==> src/rtl/matrix_pkg.sv <==
// Shared definitions for the 3x3 matrix result path: sizes, FSM encoding and
// the helper that pulls one result word out of the packed result bus.
package matrix_pkg;

   localparam int unsigned W        = 8;
   localparam int unsigned NWORDS   = 9;
   localparam int unsigned IDXW     = 4;
   localparam int unsigned FLATW    = W * NWORDS;
   localparam int unsigned LAST_IDX = NWORDS - 1;

   typedef enum logic {
      IDLE   = 1'b0,
      STREAM = 1'b1
   } state_e;

   // Word i of the packed results occupies bits [W*i+W-1 : W*i].
   function automatic logic [W-1:0] word_at(input logic [FLATW-1:0] flat,
                                            input int unsigned       i);
      return flat[i*W +: W];
   endfunction

endpackage

==> src/rtl/matrix_result_reader_if.sv <==
// Word stream from the result reader to the display/UART path.
//   out_valid : word valid          out_ready : sink accepts the word
//   out_data  : result word         out_idx   : row*3+col of out_data
//   out_last  : high with the final (index 8) beat
interface matrix_result_reader_if;
   import matrix_pkg::*;

   logic            out_valid;
   logic            out_ready;
   logic [W-1:0]    out_data;
   logic [IDXW-1:0] out_idx;
   logic            out_last;

   modport master (output out_valid, output out_data, output out_idx,
                   output out_last, input out_ready);
   modport slave  (input out_valid, input out_data, input out_idx,
                   input out_last, output out_ready);
endinterface

==> src/rtl/matrix_edge_det.sv <==
// Rising-edge detector with a registered history bit.
//   clk, reset : clock and synchronous active-high reset
//   sig_i      : level to watch
//   rise_c     : combinational, high while sig_i is high and was low last cycle
// A level already high in the first cycle after reset reads as a rise.
module matrix_edge_det (
   input  logic clk,
   input  logic reset,
   input  logic sig_i,
   output logic rise_c
);

   logic sig_q;

   // History of the watched level.
   always_ff @(posedge clk) begin
      if (reset) sig_q <= 1'b0;
      else       sig_q <= sig_i;
   end

   assign rise_c = sig_i & ~sig_q;

endmodule

==> src/rtl/matrix_result_reader.sv <==
// Snapshots the nine multiplier results on the rising edge of done and
// streams them row-major over a valid/ready interface, one word per beat.
//   clk, reset   : clock, synchronous active-high reset
//   done_i       : multiplier done level
//   res_flat_i   : packed results, M1 in [7:0] ... M9 in [71:64]
//   out_if       : word stream (valid/ready/data/idx/last)
//   busy_o       : capture until last beat accepted
//   frame_done_o : one-cycle pulse after the last beat is accepted
//   checksum_o   : sum of the frame's words mod 256, updated with frame_done
//   overrun_o    : sticky, done rose while a frame was still streaming
module matrix_result_reader
   import matrix_pkg::*;
(
   input  logic                   clk,
   input  logic                   reset,
   input  logic                   done_i,
   input  logic [FLATW-1:0]       res_flat_i,
   matrix_result_reader_if.master out_if,
   output logic                   busy_o,
   output logic                   frame_done_o,
   output logic [W-1:0]           checksum_o,
   output logic                   overrun_o
);

   state_e          state_q;
   logic [W-1:0]    buf_q [NWORDS];
   logic [W-1:0]    sum_q;
   logic            valid_q;
   logic [W-1:0]    data_q;
   logic [IDXW-1:0] idx_q;
   logic            last_q;
   logic            busy_q;
   logic            frame_done_q;
   logic [W-1:0]    checksum_q;
   logic            overrun_q;

   logic            done_rise_c;
   logic            accept_c;
   logic [W-1:0]    sum_nxt_c;
   logic [IDXW-1:0] idx_nxt_c;

   matrix_edge_det u_done_edge (
      .clk    (clk),
      .reset  (reset),
      .sig_i  (done_i),
      .rise_c (done_rise_c)
   );

   assign accept_c  = valid_q & out_if.out_ready;
   assign sum_nxt_c = sum_q + data_q;
   assign idx_nxt_c = idx_q + IDXW'(1);

   // Capture, stream and checksum FSM.
   always_ff @(posedge clk) begin
      if (reset) begin
         state_q      <= IDLE;
         for (int unsigned i = 0; i < NWORDS; i++) buf_q[i] <= '0;
         sum_q        <= '0;
         valid_q      <= 1'b0;
         data_q       <= '0;
         idx_q        <= '0;
         last_q       <= 1'b0;
         busy_q       <= 1'b0;
         frame_done_q <= 1'b0;
         checksum_q   <= '0;
         overrun_q    <= 1'b0;
      end else begin
         frame_done_q <= 1'b0;

         // A new result while streaming (including the final accept cycle)
         // is dropped; only the flag records it.
         if (done_rise_c && state_q == STREAM) overrun_q <= 1'b1;

         case (state_q)
            IDLE: begin
               if (done_rise_c) begin
                  for (int unsigned i = 0; i < NWORDS; i++)
                     buf_q[i] <= word_at(res_flat_i, i);
                  sum_q   <= '0;
                  valid_q <= 1'b1;
                  idx_q   <= '0;
                  data_q  <= word_at(res_flat_i, 0);
                  last_q  <= 1'b0;
                  busy_q  <= 1'b1;
                  state_q <= STREAM;
               end
            end
            STREAM: begin
               if (accept_c) begin
                  sum_q <= sum_nxt_c;
                  if (idx_q != IDXW'(LAST_IDX)) begin
                     idx_q  <= idx_nxt_c;
                     data_q <= buf_q[idx_nxt_c];
                     last_q <= (idx_nxt_c == IDXW'(LAST_IDX));
                  end else begin
                     valid_q      <= 1'b0;
                     last_q       <= 1'b0;
                     busy_q       <= 1'b0;
                     frame_done_q <= 1'b1;
                     checksum_q   <= sum_nxt_c;
                     state_q      <= IDLE;
                  end
               end
            end
            default: state_q <= IDLE;
         endcase
      end
   end

   assign out_if.out_valid = valid_q;
   assign out_if.out_data  = data_q;
   assign out_if.out_idx   = idx_q;
   assign out_if.out_last  = last_q;
   assign busy_o           = busy_q;
   assign frame_done_o     = frame_done_q;
   assign checksum_o       = checksum_q;
   assign overrun_o        = overrun_q;

endmodule
==> src/flat_wrapper.sv <==
// flat-port wrapper written by rule: the top's interface ports become plain ports
module matrix_result_reader_flat import matrix_pkg::*;
  (clk, reset, done_i, res_flat_i, busy_o, frame_done_o, checksum_o, overrun_o, out_if_out_valid, out_if_out_data, out_if_out_idx, out_if_out_last, out_if_out_ready);
  matrix_result_reader_if out_if_i ();
  input  logic clk;
  input  logic reset;
  input  logic done_i;
  input  logic [FLATW-1:0] res_flat_i;
  output logic busy_o;
  output logic frame_done_o;
  output logic [W-1:0] checksum_o;
  output logic overrun_o;
  output wire logic [$bits(out_if_i.out_valid)-1:0] out_if_out_valid;
  output wire logic [$bits(out_if_i.out_data)-1:0] out_if_out_data;
  output wire logic [$bits(out_if_i.out_idx)-1:0] out_if_out_idx;
  output wire logic [$bits(out_if_i.out_last)-1:0] out_if_out_last;
  input wire logic [$bits(out_if_i.out_ready)-1:0] out_if_out_ready;
  assign out_if_out_valid = out_if_i.out_valid;
  assign out_if_out_data = out_if_i.out_data;
  assign out_if_out_idx = out_if_i.out_idx;
  assign out_if_out_last = out_if_i.out_last;
  assign out_if_i.out_ready = out_if_out_ready;
  matrix_result_reader u_core (.clk(clk), .reset(reset), .done_i(done_i), .res_flat_i(res_flat_i), .out_if(out_if_i), .busy_o(busy_o), .frame_done_o(frame_done_o), .checksum_o(checksum_o), .overrun_o(overrun_o));
endmodule
==> config.mk <==
export PLATFORM = sky130hd
export DESIGN_NAME = matrix_result_reader_flat
export DESIGN_NICKNAME = d
export VERILOG_FILES = /design/src/rtl/matrix_pkg.sv /design/src/rtl/matrix_result_reader_if.sv /design/src/rtl/matrix_edge_det.sv /design/src/rtl/matrix_result_reader.sv /design/src/flat_wrapper.sv
export SDC_FILE = /design/constraint.sdc
export NUM_CORES = 1
export LEC_CHECK = 0
export ABC_CLOCK_PERIOD_IN_PS = 6990
export BUFFER_PORTS_ARGS = -buffer_cell sky130_fd_sc_hd__buf_4
export CAP_MARGIN = 20
export CORE_MARGIN = 1.5
export CORE_UTILIZATION = 25
export DETAILED_ROUTE_END_ITERATION = 16
export SETUP_SLACK_MARGIN = 0.05
export SLEW_MARGIN = 15
export SYNTH_ARGS = -nofsm -noshare
export SYNTH_HDL_FRONTEND = slang
export SYNTH_SLANG_ARGS = --single-unit
==> constraint.sdc <==
create_clock -name clk -period 6.99 [get_ports clk]
set_input_delay 1.398 -clock clk [delete_from_list [all_inputs] [get_ports clk]]
set_output_delay 1.398 -clock clk [all_outputs]
set_load 0.02 [all_outputs]
==> results.json <==
{
  "grt_pass1_vias": 3647,
  "maxSlewHeadroom_pct": 39.3,
  "worstHoldEndpoint": "u_core.checksum_o[0]",
  "portBuffers": 100,
  "clock-sinks": 106,
  "die_height_um": 144,
  "finClkSkew_ps": 6.38,
  "async_flop_share_pct": 0,
  "cp_slowest_cell": "nor3b_2",
  "max_freq_mhz": 339,
  "antenna_left": 0,
  "drt-wirelength-per-cell_um": 15.4,
  "synthSimpleGateAreaFrac_pct": 25.6,
  "path_buf_inv": 1,
  "area_growth_pct": 27.2,
  "mostFrequentLayoutCells": "buf_4 (103), and2_1 (72), edfxtp_1 (72)",
  "yosys_warnings": 0,
  "post_cts_buffers": 0,
  "cap_violations": 0,
  "p_sw_share_pct": 24.7,
  "drv_slew": 0,
  "ir_drop_mv": 0.146,
  "remaining_drc_errors": 0,
  "syn_nets": 565,
  "reg2reg_depth": 5,
  "synth_top_family_by_area": "simple AND/OR/NAND/NOR gates",
  "outcome": "finished, final reports clean",
  "path_cells": "buf_4 -> and3_1 -> a21oi_1 -> nor3b_2 -> o221ai_1 -> o32ai_1",
  "placed_cells": 820,
  "ys_seq_area_share_pct": 57.5,
  "syn_area_per_cell_um2": 10.3,
  "critical_path_class": "input port to flop",
  "cts_buffers": 9,
  "rows": 51,
  "worst_slack_ps": 4040,
  "synthDistinctLibCells": 47,
  "synth_top_flop_cell": "edfxtp_1",
  "dieArea_um2": 20600,
  "final_nets": 653,
  "drt_iter0_markers": 224,
  "vias": 3744,
  "postCtsHoldBufs": 0,
  "rsz0062_at_grt": "false",
  "place_area_um2": 5980,
  "die_w_um": 144,
  "pre_cts_ws_ps": 3670,
  "grt_max_degree": 73,
  "tns_ps": 0,
  "hold_start": "u_core.checksum_o[0]",
  "cp.arrival_ps": 3200,
  "finalCritPeriodShare_pct": 42.1,
  "finish.instance_area_um2": 6290,
  "final_common_cell": "buf_4",
  "first_pass_iters": 5,
  "synth-xor-area-share_pct": 1.24,
  "hpwlAfterDp_mm": 9.08,
  "final_layout_size_suffix_gt1_share_pct": 22.1,
  "cts.reportedPaths.clkPinSlew_ps": 70,
  "stdcell_count": 836,
  "core_area_um2": 19400,
  "worst-path-stages": 6,
  "required_ps": 7240,
  "hold_class": "flop to flop",
  "p_clk_share_pct": 37.8,
  "synth_compound_area_share_pct": 9.77,
  "cp_max_fo": 12,
  "end_kind": "flop",
  "reg2reg_slack_ps": 4390,
  "finalCriticalPeriod_ps": 2950,
  "cts-resized-gates": 0,
  "synthAdderAreaFrac_pct": 2.94,
  "totalWireLength_mm": 12.9,
  "syn-cell-area_um2": 4940,
  "gp_congestion": 0.821,
  "internal_power_mw": 1.06,
  "final_util_pct": 32.4,
  "hold_viol": 0,
  "syn_inst": 478,
  "grtUsageTotal_pct": 12.9,
  "power_density_nw_per_um2": 225,
  "critical_path.top_delay_family": "simple AND/OR/NAND/NOR gates",
  "cts_max_level": 3,
  "cts_tree": "built",
  "insertion_delay_ps": 350,
  "antenna_found_initial": 0,
  "timing.rr.end": "u_core.out_if.out_data[3]",
  "grt.overflow.total": 0,
  "io_pins": 101,
  "p_leak_nw": 2.50,
  "setup_viol": 0,
  "timing.rr.start": "u_core.state_q",
  "synth_edf_count": 72,
  "worst_setup_path_start_kind": "input port",
  "yosys_register_bits": 106,
  "grt_pass1_wl_mm": 19.9,
  "start_util_pct": 25.5,
  "worstMarginPinSlew_ps": 910,
  "muxShareOfSynthArea_pct": 0.405,
  "clockBufferDepth": 2,
  "p_switching_mw": 0.350,
  "n_antenna_cell": 0,
  "cts_root_buffer": "clkbuf_16",
  "slowest_delay_ps": 530,
  "combPwrFrac_pct": 10.4,
  "viasPerCell": 4.48,
  "whs_path_depth": 2,
  "power_frac_seq_pct": 51.9
}
-- metrics by stage --
step | hold slack [ps] | total power, mW
3_5_place_dp | 450 | 0.897
4_1_cts | 461 | 1.43
2_1_floorplan | 440 | 0.819
5_1_grt | 468 | 1.47
6_report | 458 | 1.41
3_3_place_gp | 447 | 0.894
-- sequential cells by signal, indices dropped and copies added, names as in the netlist --
signal,flops
u_core.state_q,1
u_core.overrun_o,1
u_core.u_done_edge.sig_q,1
u_core.out_if.out_valid,1
u_core.out_if.out_idx,4
u_core.buf_q,72
u_core.sum_q,8
u_core.checksum_o,8
u_core.out_if.out_data,8
u_core.out_if.out_last,1
u_core.frame_done_o,1
-- routing by layer --
metal | up-vias | share of wire, % | GRT usage, %
met5 | - | 0 | 0
met4 | 0 | 0.69 | 3.60
li1 | 1865 | - | -
met3 | 6 | 4.1 | 2.60
met1 | 1768 | 47 | 17.7
met2 | 105 | 48 | 20.4
-- kinds of logic (layout without fill, tap and decap cells) --
logic type / after synthesis / count (layout)
mux: 2 / 2
fa+ha+maj: 11 / 11
flops: 106 / 106
compound gates: 68 / 68
simple gates: 253 / 253
xor+xnor: 7 / 7
buf+inv: 31 / 124
-- worst max path at each step --
stage	startpoint	endpoint	slack [ps]
5_1_grt	done_i	u_core.out_if.out_data[3]	3790
3_3_place_gp	done_i	u_core.buf_q[1][3]	3680
6_report	out_if_out_ready	u_core.out_if.out_data[3]	4040
3_5_place_dp	done_i	u_core.buf_q[3][5]	3670
4_1_cts	out_if_out_ready	u_core.out_if.out_data[5]	4030
2_1_floorplan	reset	u_core.buf_q[0][0]	3700
-- power by group through the flow --
stage,combinational [mW],clock (mW),sequential (mW)
2_1_floorplan,0.0721,0,0.747
3_3_place_gp,0.146,0,0.748
3_5_place_dp,0.149,0,0.748
4_1_cts,0.149,0.547,0.734
5_1_grt,0.162,0.569,0.738
6_report,0.147,0.534,0.733
-- cell type report --
| cell class | count | area, um2 |
|---|---|---|
| timing repair buffer | 104 | 793 |
| inverter | 4 | 15.0 |
| clock buffer | 9 | 225 |
| tap | 265 | 332 |
| fill | 2061 | 13100 |
| sequential | 106 | 2840 |
| multi-input combinational | 341 | 2000 |
| clock inverter | 7 | 87.6 |
-- worst min-delay path: cells and delay by family, from the launching register on --
kind | cells | cell delay, ps
AND/OR/NAND/NOR | 1 | 50
flip-flops | 1 | 310
AO/OA/AOI/OAI | 1 | 50
-- cells in the mapped netlist, types with 3 or more instances --
library cell	n	area, um2
o221ai_1	7	61.3
nand3_1	35	175
xor2_1	3	26.3
nand2_1	64	240
buf_2	6	30.0
a22oi_1	5	37.5
ha_1	10	125
and2_1	72	450
o32ai_1	8	70.1
a211oi_1	4	30.0
nor2_1	59	221
clkbuf_1	18	67.6
nor2b_1	3	18.8
and3_1	4	25.0
a21oi_1	18	90.1
dfxtp_1	34	681
a21o_1	4	30.0
inv_1	3	11.3
edfxtp_1	72	2160
a221oi_1	8	70.1
o21ai_0	5	25.0
xnor2_1	4	35.0
Power figures use the tool's default switching activity.
